`src/rtl/mux_scan_ctrl_if.sv`:
```
// Handshake bundle between the scan controller and its surroundings.
//   start  : sweep request (environment -> ctrl)
//   cont   : continuous-mode enable (environment -> ctrl)
//   mux_y  : output of the downstream 4:1 mux (mux -> ctrl)
//   sel    : mux select (ctrl -> mux)
//   busy   : sweep in progress (ctrl -> environment)
//   done   : one-cycle pulse, word just updated (ctrl -> environment)
//   word   : captured result, word[k] = mux_y while sel == k
interface mux_scan_ctrl_if;
  logic       start;
  logic       cont;
  logic       mux_y;
  logic [1:0] sel;
  logic       busy;
  logic       done;
  logic [3:0] word;

  modport master (output start, cont, mux_y, input sel, busy, done, word);
  modport slave  (input start, cont, mux_y, output sel, busy, done, word);
endinterface

```
`src/rtl/mux_scan_ctrl.sv`:
```
// Sweeps a 4:1 mux select through channels 0..3, dwelling DWELL cycles on
// each, sampling mux_y at the end of each dwell window. The four samples are
// published on word together with a one-cycle done pulse. With cont held
// high the sweep restarts immediately after DONE.
// Ports:
//   clk    : rising-edge clock
//   rst_n  : asynchronous active-low reset
//   bus    : slave side of mux_scan_ctrl_if (start/cont/mux_y in,
//            sel/busy/done/word out)
module mux_scan_ctrl #(
  parameter int DWELL = 1
) (
  input  logic           clk,
  input  logic           rst_n,
  mux_scan_ctrl_if.slave bus
);

  generate
    if (DWELL < 1 || DWELL > 255) begin : g_bad_dwell
      $error("mux_scan_ctrl: DWELL must be in 1..255");
    end
  endgenerate

  localparam logic [7:0] LAST = 8'(DWELL - 1);

  typedef enum logic [1:0] {IDLE, SCAN, DONE} state_t;

  state_t     state_q, state_d;
  logic [1:0] sel_q, sel_d;
  logic [7:0] cnt_q, cnt_d;
  logic [3:0] sh_q, sh_d;
  logic [3:0] word_q, word_d;

  always_ff @(posedge clk or negedge rst_n) begin
    if (!rst_n) begin
      state_q <= IDLE;
      sel_q   <= 2'd0;
      cnt_q   <= 8'd0;
      sh_q    <= 4'd0;
      word_q  <= 4'd0;
    end else begin
      state_q <= state_d;
      sel_q   <= sel_d;
      cnt_q   <= cnt_d;
      sh_q    <= sh_d;
      word_q  <= word_d;
    end
  end

  always_comb begin
    state_d = state_q;
    sel_d   = sel_q;
    cnt_d   = cnt_q;
    sh_d    = sh_q;
    word_d  = word_q;
    case (state_q)
      IDLE: begin
        if (bus.start) begin
          state_d = SCAN;
          sel_d   = 2'd0;
          cnt_d   = 8'd0;
          sh_d    = 4'd0;
        end
      end
      SCAN: begin
        if (cnt_q == LAST) begin
          cnt_d        = 8'd0;
          sh_d[sel_q]  = bus.mux_y;
          if (sel_q == 2'd3) begin
            // word takes the shadow including the bit captured on this edge
            state_d = DONE;
            sel_d   = 2'd0;
            word_d  = sh_d;
          end else begin
            sel_d = sel_q + 2'd1;
          end
        end else begin
          cnt_d = cnt_q + 8'd1;
        end
      end
      DONE: begin
        // cont alone decides; a start arriving here is dropped
        if (bus.cont) begin
          state_d = SCAN;
          sel_d   = 2'd0;
          cnt_d   = 8'd0;
          sh_d    = 4'd0;
        end else begin
          state_d = IDLE;
        end
      end
      default: state_d = IDLE;
    endcase
  end

  assign bus.sel  = sel_q;
  assign bus.busy = (state_q == SCAN);
  assign bus.done = (state_q == DONE);
  assign bus.word = word_q;

endmodule

```
`src/flat_wrapper.sv`:
```
// flat-port wrapper written by rule: the top's interface ports become plain ports
module mux_scan_ctrl_flat 
#(
  parameter int DWELL = 1
)
  (clk, rst_n, bus_start, bus_cont, bus_mux_y, bus_sel, bus_busy, bus_done, bus_word);
  mux_scan_ctrl_if bus_i ();
  input  logic clk;
  input  logic rst_n;
  input wire logic [$bits(bus_i.start)-1:0] bus_start;
  input wire logic [$bits(bus_i.cont)-1:0] bus_cont;
  input wire logic [$bits(bus_i.mux_y)-1:0] bus_mux_y;
  output wire logic [$bits(bus_i.sel)-1:0] bus_sel;
  output wire logic [$bits(bus_i.busy)-1:0] bus_busy;
  output wire logic [$bits(bus_i.done)-1:0] bus_done;
  output wire logic [$bits(bus_i.word)-1:0] bus_word;
  assign bus_i.start = bus_start;
  assign bus_i.cont = bus_cont;
  assign bus_i.mux_y = bus_mux_y;
  assign bus_sel = bus_i.sel;
  assign bus_busy = bus_i.busy;
  assign bus_done = bus_i.done;
  assign bus_word = bus_i.word;
  mux_scan_ctrl #(.DWELL(DWELL)) u_core (.clk(clk), .rst_n(rst_n), .bus(bus_i));
endmodule
```
`config.mk`:
```
export PLATFORM = sky130hd
export DESIGN_NAME = mux_scan_ctrl_flat
export DESIGN_NICKNAME = d
export VERILOG_FILES = /design/src/rtl/mux_scan_ctrl_if.sv /design/src/rtl/mux_scan_ctrl.sv /design/src/flat_wrapper.sv
export SDC_FILE = /design/constraint.sdc
export NUM_CORES = 1
export LEC_CHECK = 0
export CORE_MARGIN = 4
export CORE_UTILIZATION = 48
export DETAILED_ROUTE_END_ITERATION = 16
export PLACE_DENSITY = 0.85
export SYNTH_ARGS = -nofsm -noshare
export SYNTH_HDL_FRONTEND = slang
export SYNTH_SLANG_ARGS = --single-unit
```
`constraint.sdc`:
```
create_clock -name clk -period 1.95 [get_ports clk]
set_input_delay 0.195 -clock clk [delete_from_list [all_inputs] [get_ports clk]]
set_output_delay 0.195 -clock clk [all_outputs]
set_load 0.01 [all_outputs]
```
### After elaboration in Yosys (flattened, before gate mapping)

Cells that the tools add are included.

* flip-flop bits (word level): 20
* input bits: 5
* output and inout port bits: 8
* word-level logic and storage cells: 45

* add/sub/neg operators: 2
* magnitude comparators: 2
* equal/unequal tests: 7
* multiplexer cells: 21
* reduce and logical (&&, ||, !) cells: 8

Operator list (count)
* $mux 8: 3
* $pmux 8 s3: 1
* $mux 2: 7
* $mux 4: 3
* $pmux 2 s3: 2
* $pmux 4 s3: 1
* $reduce_and 3->1: 3
* $add 8x1->8 const B: 1
* $logic_not 8->1: 1
* $bwmux 4: 1
* $eq 2x2->1 const B: 2
* $ne 2x1->1 const B: 2
* $ne 2x2->1 const B: 2
* $reduce_and 4->1: 1
* $lt 2x3->1 const B: 1
* $reduce_bool 3->1: 1
* $add 2x1->2 const B: 1
* $demux 1 s2: 1
* $eq 2x1->1 const B: 1
* $ge 2x1->1 const B: 1
* $logic_not 2->1: 1
* $mux 1: 2
* $logic_and 1x1->1: 1

### Longest topological paths before layout

Gate-level depths: netlist of run 1.

* depth after elaboration: 7
* mapped depth: 7
* gate-level depth less buffers: 6

### Worst setup path after synthesis of run 1

Ideal clock, no wire load.

* path type: register to register
* from: reg u_core.cnt_q[0]
* to: reg u_core.sel_q[0] (netlist: u_core.bus.sel[0])
* setup time: 0.125 ns
* arrival: 1.946 ns
* data required time: 1.825 ns
* slack: -0.121 ns
* stages on the path, launching flop included: 8
* path buffers: 1
* period minus slack after synthesis: 2.071 ns
* cell sequence: dfrtp_1 inv_1 ha_1 or4b_4 o41a_1 buf_6 nor2_8 mux2_2

* word-level cells in the longest chain between the ends: 3

Ends and longest elaborated chain
* start, declared: line mux_scan_ctrl.sv:30 `logic [7:0] cnt_q, cnt_d;`
* start signal, assigned: line mux_scan_ctrl.sv:44 `cnt_q <= cnt_d;`
* $logic_not 8->1: line mux_scan_ctrl.sv:66 `if (cnt_q == LAST) begin`
* $ne 2x1->1 (no source line)
* $reduce_and 4->1 (no source line)
* end signal, assigned: line mux_scan_ctrl.sv:43 `sel_q <= sel_d;`
* end, declared: line mux_scan_ctrl.sv:29 `logic [1:0] sel_q, sel_d;`

No other way between the ends.
A chain may end at the register's enable or synchronous reset.

### Worst setup path in the final report of run 1

* from: reg u_core.cnt_q[0]
* to: reg u_core.sh_q[1]

* word-level cells in the longest chain between the ends: 3

Ends and longest elaborated chain
* $logic_not 8->1: line mux_scan_ctrl.sv:66
* $ne 2x1->1 (no source line)
* $reduce_and 4->1 (no source line)
* end signal, assigned: line mux_scan_ctrl.sv:39 `sh_q <= 4'd0;`
* end signal, assigned: line mux_scan_ctrl.sv:45 `sh_q <= sh_d;`
* end, declared: line mux_scan_ctrl.sv:31 `logic [3:0] sh_q, sh_d;`

No other way between the ends.

==> results of run 1 <==
[cell type report]
type,instances,area (um^2),share of cell area
Clock buffer,4,26.28,0.01972
Multi-Input combinational cell,67,530.5,0.3981
Tap cell,27,33.78,0.02535
Inverter,9,33.78,0.02535
Sequential cell,19,475.5,0.3568
Timing Repair Buffer,25,232.7,0.1746
[timing repair]
action                     4_1_cts  5_1_grt
setup endpoints to repair       17       19
setup buffers                    2        1
gates resized for setup          3        2
gates cloned                     0        0
pin swaps                        2        4
[synthesized netlist by cell type (2+ instances only)]
cell type / count
o21ai_0: 5
nor2_1: 7
nand2b_1: 2
nand3_1: 3
a21o_1: 3
mux2_2: 8
a21oi_1: 4
nand2_1: 3
a2111oi_0: 2
o31a_1: 3
nor3_1: 2
ha_1: 6
dfrtp_1: 19
inv_1: 9
xnor2_1: 2
[state kept, by name (all words and copies together) (netlist names)]
register / count
u_core.bus.word: 4
u_core.sh_q: 3
u_core.bus.sel: 2
u_core.state_q: 2
u_core.cnt_q: 8
[worst max-delay path: stages (launching register included)]
cell and delay [ns]:
dfrtp_1 0.40, inv_2 0.06, ha_1 0.12, or4b_4 0.45, o41a_1 0.47, o31a_1 0.35
a21o_1 0.17
[power groups by stage]
stage                     logic (mW)  registers, mW  clock network (mW)
after floorplan                0.582          0.601                   0
after global placement         0.915          0.581                   0
after detailed placement       0.954          0.589                   0
after CTS                       1.05          0.584               0.204
after global routing            1.19          0.604               0.220
final                           1.09          0.586               0.196
[logic make-up after synthesis]
| family | after synthesis | synth area share |
|---|---|---|
| adder cells (fa/ha/maj) | 6 | 0.07160 |
| flip-flops | 19 | 0.4535 |
| multiplexers | 9 | 0.09547 |
| XOR/XNOR | 2 | 0.01671 |
| AND/OR/NAND/NOR | 28 | 0.1647 |
| AO/OA/AOI/OAI | 22 | 0.1504 |
| buffers and inverters | 11 | 0.04773 |
[through the flow]
| step | hold slack, ns | TNS (ns) |
|---|---|---|
| 2_1_floorplan | -0.1006 | -0.3536 |
| 3_3_place_gp | 0.4872 | -0.7259 |
| 3_5_place_dp | 0.4954 | -1.120 |
| 4_1_cts | 0.2279 | -1.333 |
| 5_1_grt | 0.2323 | -2.675 |
| 6_report | 0.2226 | -1.393 |
[per-layer routing]
layer	global-route usage	up-vias
met5	0	-
met4	0.06639	0
met3	0.06267	6
met2	0.3071	36
met1	0.2147	422
li1	-	402
[path summary, 6_finish.rpt]
| path | to | slack [ns] | cells past startpoint |
|---|---|---|---|
| max | u_core.sh_q[1] | -0.17 | 6 |
| min | u_core.bus.sel[0] | 0.22 | 2 |
| max reg2reg | u_core.sh_q[1] | -0.17 | 6 |
| min reg2reg | u_core.bus.word[1] | 0.52 | 1 |
| max in group asynchronous | u_core.sh_q[2] | 1.52 | 2 |
| min in group clk | u_core.bus.word[1] | 0.52 | 1 |
==> reports/results.txt, run 1 <==
The die is 54.74 um tall. The sum of internal, switching and leakage power was 1.867 mW; the clock insertion delay at the later pin of the skew report was 0.29 ns. Initial standard-cell utilization of the core: 0.5186. The flow ran to the end, but the final reports show violations.

The sequential cell area fraction in the yosys report is 0.4535. The total number of H-tree levels was 1; the post-layout minimum cycle time was 2.122 ns. The wire length on met1 was 986 um; the fraction of power consumed by combinational cells was 0.581. For the static leakage power, the log shows 0.6279 nW. The final reports fail on setup timing. The via count of the first global-routing pass was 858; the die boundary width was 54.74 um. The synthesized design spends more area on one cell type than any other, namely dfrtp_1. Classification of the worst setup path: register to register. The tool flagged a number of max-cap violations equal to 0. The detailed router used layers up to and including met4.

The global-route total usage across every layer is 0.1833. The top cell types in the final layout, fill and taps aside, are dfrtp_1 (19), clkdlybuf4s50_1 (11), buf_4 (11). For the unique cell type count in the Yosys netlist, the log shows 34. The run gives 1.184 mm as the met2 wire length. Proportion of synthesized flip-flops having asynchronous set or reset: 1.000. For the synthesized instance count, the log shows 97. The number of antenna violations at the first check in global routing is 0. The total area inside the core boundary comes to 2022 um^2.

The path class of the tightest hold or removal check is input port to asynchronous set/reset pin. The number of port buffers was 12; the standard-cell row count was 16. The largest clock skew in the final design is 0.004384 ns, and the detailed placement HPWL is 1.729 mm. The tools report the number of warnings issued by yosys as 0. The number of clock sinks was 19. The tools report the worst setup slack after placement as -0.1677 ns. For this block, the routed nets add up to 2.379 mm of wire. The tools report the launch point of the worst path as u_core.cnt_q[0]. The detailed-route DRC error count was 0; the flop and latch count out of synthesis was 19.

The final RePlAce weighted congestion is 0.7576. TritonCTS built the clock tree. Leaving out filler cells and counting taps, the final layout contains 151.

In the final design database the tool counted 136 nets. The synthesized net count was 108. At the worst endpoint, the required time is 2.14 ns. For this block, the initial DRC count from the detailed router was 19.

Dividing the detail-routed via count by the number of cells gives 5.735. The number of antenna diodes in the final layout is 0. The total die area is 2996 um^2. For the worst setup path, the data arrival time is 2.31 ns. The tools report the worst flop-to-flop path startpoint as u_core.cnt_q[0].

Detailed routing inserted a total of 866 vias. The worst vdd rail ir drop was 0.9088 mV; the proportion of layout cells with a drive suffix above 1 was 0.2661. After detailed placement, the total cell area comes to 1261 um^2.

Each instance of the synthesized netlist takes up on average 10.81 um^2. The element type at the critical path end is a register. The hold violation total from the final report was 0; the maximum number of pins on one net before global-route repair was 20. Counting tap cells, the placed design contains a total of 144 instances.

After clock tree synthesis, the clock-pin slew on the worst setup and hold paths is 0.10 ns. For the switching power of the nets, the log shows 0.6941 mW. Worst-case clock buffer depth: 2. Among all flip-flop cells after synthesis, the most frequent one is dfrtp_1. After routing the design area is 1333 um^2.

In the post-synthesis netlist, the biggest area contributors are dfrtp_1 (45%), mux2_2 (8.6%), ha_1 (7.2%), inv_1 (3.2%), nor2_1 (2.5%). Setup slack after layout: -0.1725 ns. The CTS buffer count is 3, and the switching part of the total is 0.3718. The run gives 0.6590 as the core occupancy in the finished layout. After filler insertion, the fill cell instance count of the layout stands at 152. The average wire length per cell after detail routing works out to 15.75 um. The tools report the cell area after technology mapping as 1049 um^2. Part of the power in registers: 0.314. For this run, the top clock speed supported by timing is 471.2 MHz. First-pass GRT wire length: 3.857 mm. Count of boundary I/O pins: 13. The buffer type at the clock tree root is clkbuf_4. The max-slew violation count came out at 0. The run gives 0.6130 as the worst slew margin relative to its limit.

The tools report the critical path startpoint category as a register. The most common cell after layout, fill and taps aside is dfrtp_1. Setup repair after global routing could not meet its margin everywhere. The maximum fanout along the worst path was 6; the slew at the pin closest to its max-slew limit was 0.5658 ns. Internal power comes to 1.173 mW. Detailed routing placed a total of 168 um of wire on met3. The tools report the global route total overflow as 0.

The share of Yosys cell area claimed by the top area cell type was 0.4535. Iteration count of the initial detailed-routing pass: 4. The proportion of power drawn by the clock network is 0.105, and the number of failing setup endpoints in the final timing report is 15.

From synthesis to final layout, the design area changed by 27.09%. The total of hold buffers inserted after clock tree synthesis was 0; the number of enable flip-flop cells after synthesis was 0. The detail route stage leaves a number of antenna-violating nets equal to 0. Ratio of final minimum period to clock period: 1.088. The ratio of total power to cell area was 1401 nW/um^2.
No activity file was read; power rests on OpenSTA's default activity.
==> inputs of run 2 (changes only) <==
- ABC_AREA: default -> 1
- CORE_UTILIZATION: 48 -> 49
- PLACE_DENSITY: 0.85 -> 0.86
==> run 2 against run 1 <==
- the flow now finishes without violations
- flip-flop and latch count rose by 1
- utilization fell by 5.3 points
- routed wire length fell by 1.6%
- sequential power barely moved
- global-route usage fell by 1.5 points
- die area rose by 5.3%
- maximum frequency rose by 15%
- count of clock-buffer cells in the layout fell by 1
- synthesized area rose by 8.5%
- clock power rose by 78%
- critical endpoint is now bus_busy
==> reports/results.txt, run 2 <==
The element type at the critical path end was a primary output. The number of port buffers works out to 12 (unchanged). The proportion of layout cells with a drive suffix above 1 is 0.1235 (-0.1427).

The number of cells after detailed placement was 186 (+29%); the cell area after technology mapping was 1137 um^2 (+8.5%). The detailed router's first-iteration violation count was 25 (+6). The die boundary width was 56.18 um (+2.6%); the total non-filler cell area in the finished layout was 1341 um^2 (+0.66%). Flip-flop cell with the highest count after synthesis: dfrtp_1.

The core occupancy in the finished layout was 0.6063 (-0.05270). The tools report the terminus of the critical flop-to-flop path as u_core.bus.sel[0]. The die height was 56.18 um (+2.6%); the achievable frequency was 540.3 MHz (+15%). After synthesis, the largest family of logic cells by area is simple AND/OR/NAND/NOR gates. The run gives 0 (unchanged) as the hold violation total from the final report. The standard-cell row count came out at 17 (+1).

The detailed-route DRC error count is 0 (unchanged). The max-slew violation count was 0 (unchanged). The classification of the worst setup path was register to primary output. Broken down by cell family, the worst path's largest delay share belongs to buffers and inverters. The run gives 0.09911 ns (+0.2716 ns) as the setup slack after layout. The tree is rooted in a clkbuf_4. The most used standard cell by instance count after synthesis was nand2_1.

The largest register by flop count was u_core.cnt_q. The post-synthesis share of cell area spent on and, or, nand and nor gates is 0.3410 (+0.1764), and the number of antenna violations at the first check in global routing is 0 (unchanged). The setup slack of the worst register-to-register path is 0.55 ns (+0.72 ns). The logs give 190 (+26%) for the final non-filler cell total and 0 (unchanged) for the total of hold buffers inserted after clock tree synthesis. The number of failing setup endpoints in the final timing report is 0 (-15), and the initial standard-cell utilization of the core is 0.5141 (-0.004424). The slew at the pin closest to its max-slew limit works out to 0.2885 ns (-0.2773 ns). The final total negative setup slack is 0 ns (+1.393 ns), and the total die area is 3156 um^2 (+5.3%). The area inside the core boundary was 2212 um^2 (+9.4%); the instance area at placement was 1289 um^2 (+2.2%). The kind of path behind the tightest hold check was input port to asynchronous set/reset pin. For the unique cell type count in the Yosys netlist, the log shows 20 (-41%). Iteration count of the initial detailed-routing pass: 4 (unchanged).

Counting instances in the post-synthesis netlist gives the leading cell types as nand2_1 (43), dfrtp_1 (20), inv_1 (13), nand3_1 (13), nor2_1 (11). Setup repair after global routing left no endpoint under its margin. The leading area contributor after synthesis was dfrtp_1. The run gives 3 (unchanged) as the CTS buffer count. For the worst setup slack after placement, the log shows 0.4481 ns (+0.6159 ns). The tools report the arrival time of the worst setup path as 1.66 ns (-0.65 ns).

The worst-path cell with the longest stage delay was clkdlybuf4s50_1. For the maximum number of pins on one net before global-route repair, the log shows 21 (+5.0%). The count of buffers added by post-CTS timing repair for setup was 0 (-2). The clock transition at the registers of the reported paths came out at 0.13 ns (+0.03 ns).

The synthesized-area fraction occupied by adder cells is 0.06601 (-0.005592). The delay of the slowest cell on the worst path was 0.55 ns (+0.08 ns). The largest clock skew in the final design was 0.01952 ns (+0.01513 ns). For the clock insertion delay at the later pin of the skew report, the log shows 0.32 ns (+0.03 ns). The flip-flop count of the largest register after layout works out to 8 (unchanged). The global route total overflow came out at 0 (unchanged). The synthesized instance count was 146 (+51%); the share of Yosys cell area claimed by the top area cell type was 0.4400 (-0.01342).

For the sum of internal, switching and leakage power, the log shows 1.606 mW (-14%). The worst reg2reg path depth works out to 9 (+3). The run gives 0.8056 (+0.1926) as the worst slew margin relative to its limit. The via count of the first global-routing pass is 975 (+14%). The worst vdd rail ir drop is 0.5952 mV (-35%). The proportion of synthesized flip-flops having asynchronous set or reset was 1.000 (unchanged). The number of enable flip-flop cells after synthesis was 0 (unchanged).

The average wire length per cell after detail routing is 12.32 um (-22%), and the total inserted antenna cells is 0 (unchanged). The post-route antenna net violation count came out at 0 (unchanged). The final-stage net count was 174 (+28%). The ratio of total power to cell area was 1198 nW/um^2 (-15%). First-pass GRT wire length: 4.222 mm (+9.5%). Data required time at the worst endpoint: 1.75 ns (-0.39 ns). The flow ran to the end, and the final reports show no timing, DRC or antenna violations. The flop and latch count out of synthesis is 20 (+1). In the layout the commonest cells are nand2_1 (43), dfrtp_1 (20), inv_1 (13), nand3_1 (13), clkdlybuf4s50_1 (12).

The run gives 157 (+45%) as the synthesized net count. The via count of the routed design is 1002 (+16%), and the ratio of final minimum period to clock period is 0.9492 (-0.1393). The library cell used most frequently in the layout, excluding fill and tap cells, is nand2_1.

The post-layout minimum cycle time was 1.851 ns (-0.2716 ns); the final RePlAce weighted congestion was 0.7822 (+3.2%). The static leakage power is 0.6856 nW (+9.2%). The tools report the detailed placement HPWL as 1.721 mm (-0.47%).

The complex-gate fraction of the synthesized area came out at 0.07261 (-0.07775). The signal on the critical path passes through nand2_2 > inv_4 > clkdlybuf4s50_1. By area the synthesized netlist is led by dfrtp_1 (44%), nand2_1 (14%), ha_1 (6.6%), nand3_1 (5.7%), inv_1 (4.3%). The maximum fanout along the worst path came out at 10 (+4). The mux share of post-synthesis cell area is 0 (-0.09547). The number of cells upsized or downsized after cts was 0 (-3).

TritonCTS built the clock tree. The worst-case clock buffer depth came out at 2 (unchanged). The area share of xor/xnor cells in the synthesized design is 0 (-0.01671). The final worst hold slack was 0.1895 ns (-0.03310 ns); the filler cell count in the final layout was 186 (+22%). The number of vias per cell after detailed routing came out at 5.274 (-8.0%). The tools report the worst flop-to-flop path startpoint as u_core.cnt_q[0]. The number of warnings issued by yosys is 0 (unchanged). The worst setup path is launched from a register. The run gives 0 (unchanged) as the total of max-cap violations. The worst path buffer plus inverter count is 2 (+1). The tools report the total wire length after detailed routing as 2.340 mm (-1.6%). The mean instance size in the synthesized netlist was 7.790 um^2 (-28%). The total number of H-tree levels was 1 (unchanged); the number of clock sinks was 20 (+1). The tools report the sequential cell area fraction in the yosys report as 0.4400 (-0.01342). The tools report the global-route total usage across every layer as 0.1687 (-0.01465). The run gives 13 (unchanged) as the count of boundary I/O pins. From synthesis to final layout, the design area changed by 17.93%.
[run 2: worst register-to-register path: cells and delay by family, from the launching register on]
| kind | cells | cell delay (ns) |
|---|---|---|
| AND/OR/NAND/NOR | 7 | 0.65 |
| flip-flops | 1 | 0.46 |
| adder cells (fa/ha/maj) | 1 | 0.14 |
| buffers and inverters | 1 | 0.08 |
[run 2: worst max-delay path by stage]
| stage | start | to | depth (start not counted) | slack, ns |
|---|---|---|---|---|
| floorplan | u_core.cnt_q[0] | u_core.bus.sel[0] | 9 | 0.71 |
| global placement | u_core.state_q[1] | bus_busy | 4 | 0.47 |
| detailed placement | u_core.state_q[1] | bus_busy | 4 | 0.45 |
| CTS | u_core.state_q[1] | bus_busy | 4 | 0.08 |
| global route | u_core.state_q[1] | bus_busy | 4 | 0.006 |
| finish | u_core.state_q[0] | bus_busy | 3 | 0.1 |
[run 2: cells by family (layout without fill, tap and decap cells)]
logic type	count (synthesis)	after routing
buf+inv	21	37
flops	20	20
fa+ha+maj	6	6
simple gates	83	83
compound gates	16	16
[run 2: report_power, final]
part | internal [mW] | total, mW | switching, mW
combinational | 0.286 | 0.670 | 0.384
sequential | 0.513 | 0.587 | 0.0749
clock | 0.208 | 0.349 | 0.141
[run 2: area by class of cell]
class,instances,area (um^2),area share
inverter,20,80.08,0.05970
multi-input combinational,105,545.5,0.4067
timing repair buffer,13,127.6,0.09515
sequential,20,500.5,0.3731
clock buffer,3,22.52,0.01679
tap,28,35.03,0.02612
clock inverter,1,30.03,0.02239
[run 2: metal layers]
layer | GRT usage | vias up | wire, um
li1 | - | 493 | -
met1 | 0.1931 | 471 | 1000
met2 | 0.2922 | 33 | 1174
met3 | 0.02320 | 5 | 101
met4 | 0.1051 | 0 | 64
met5 | 0 | - | 0
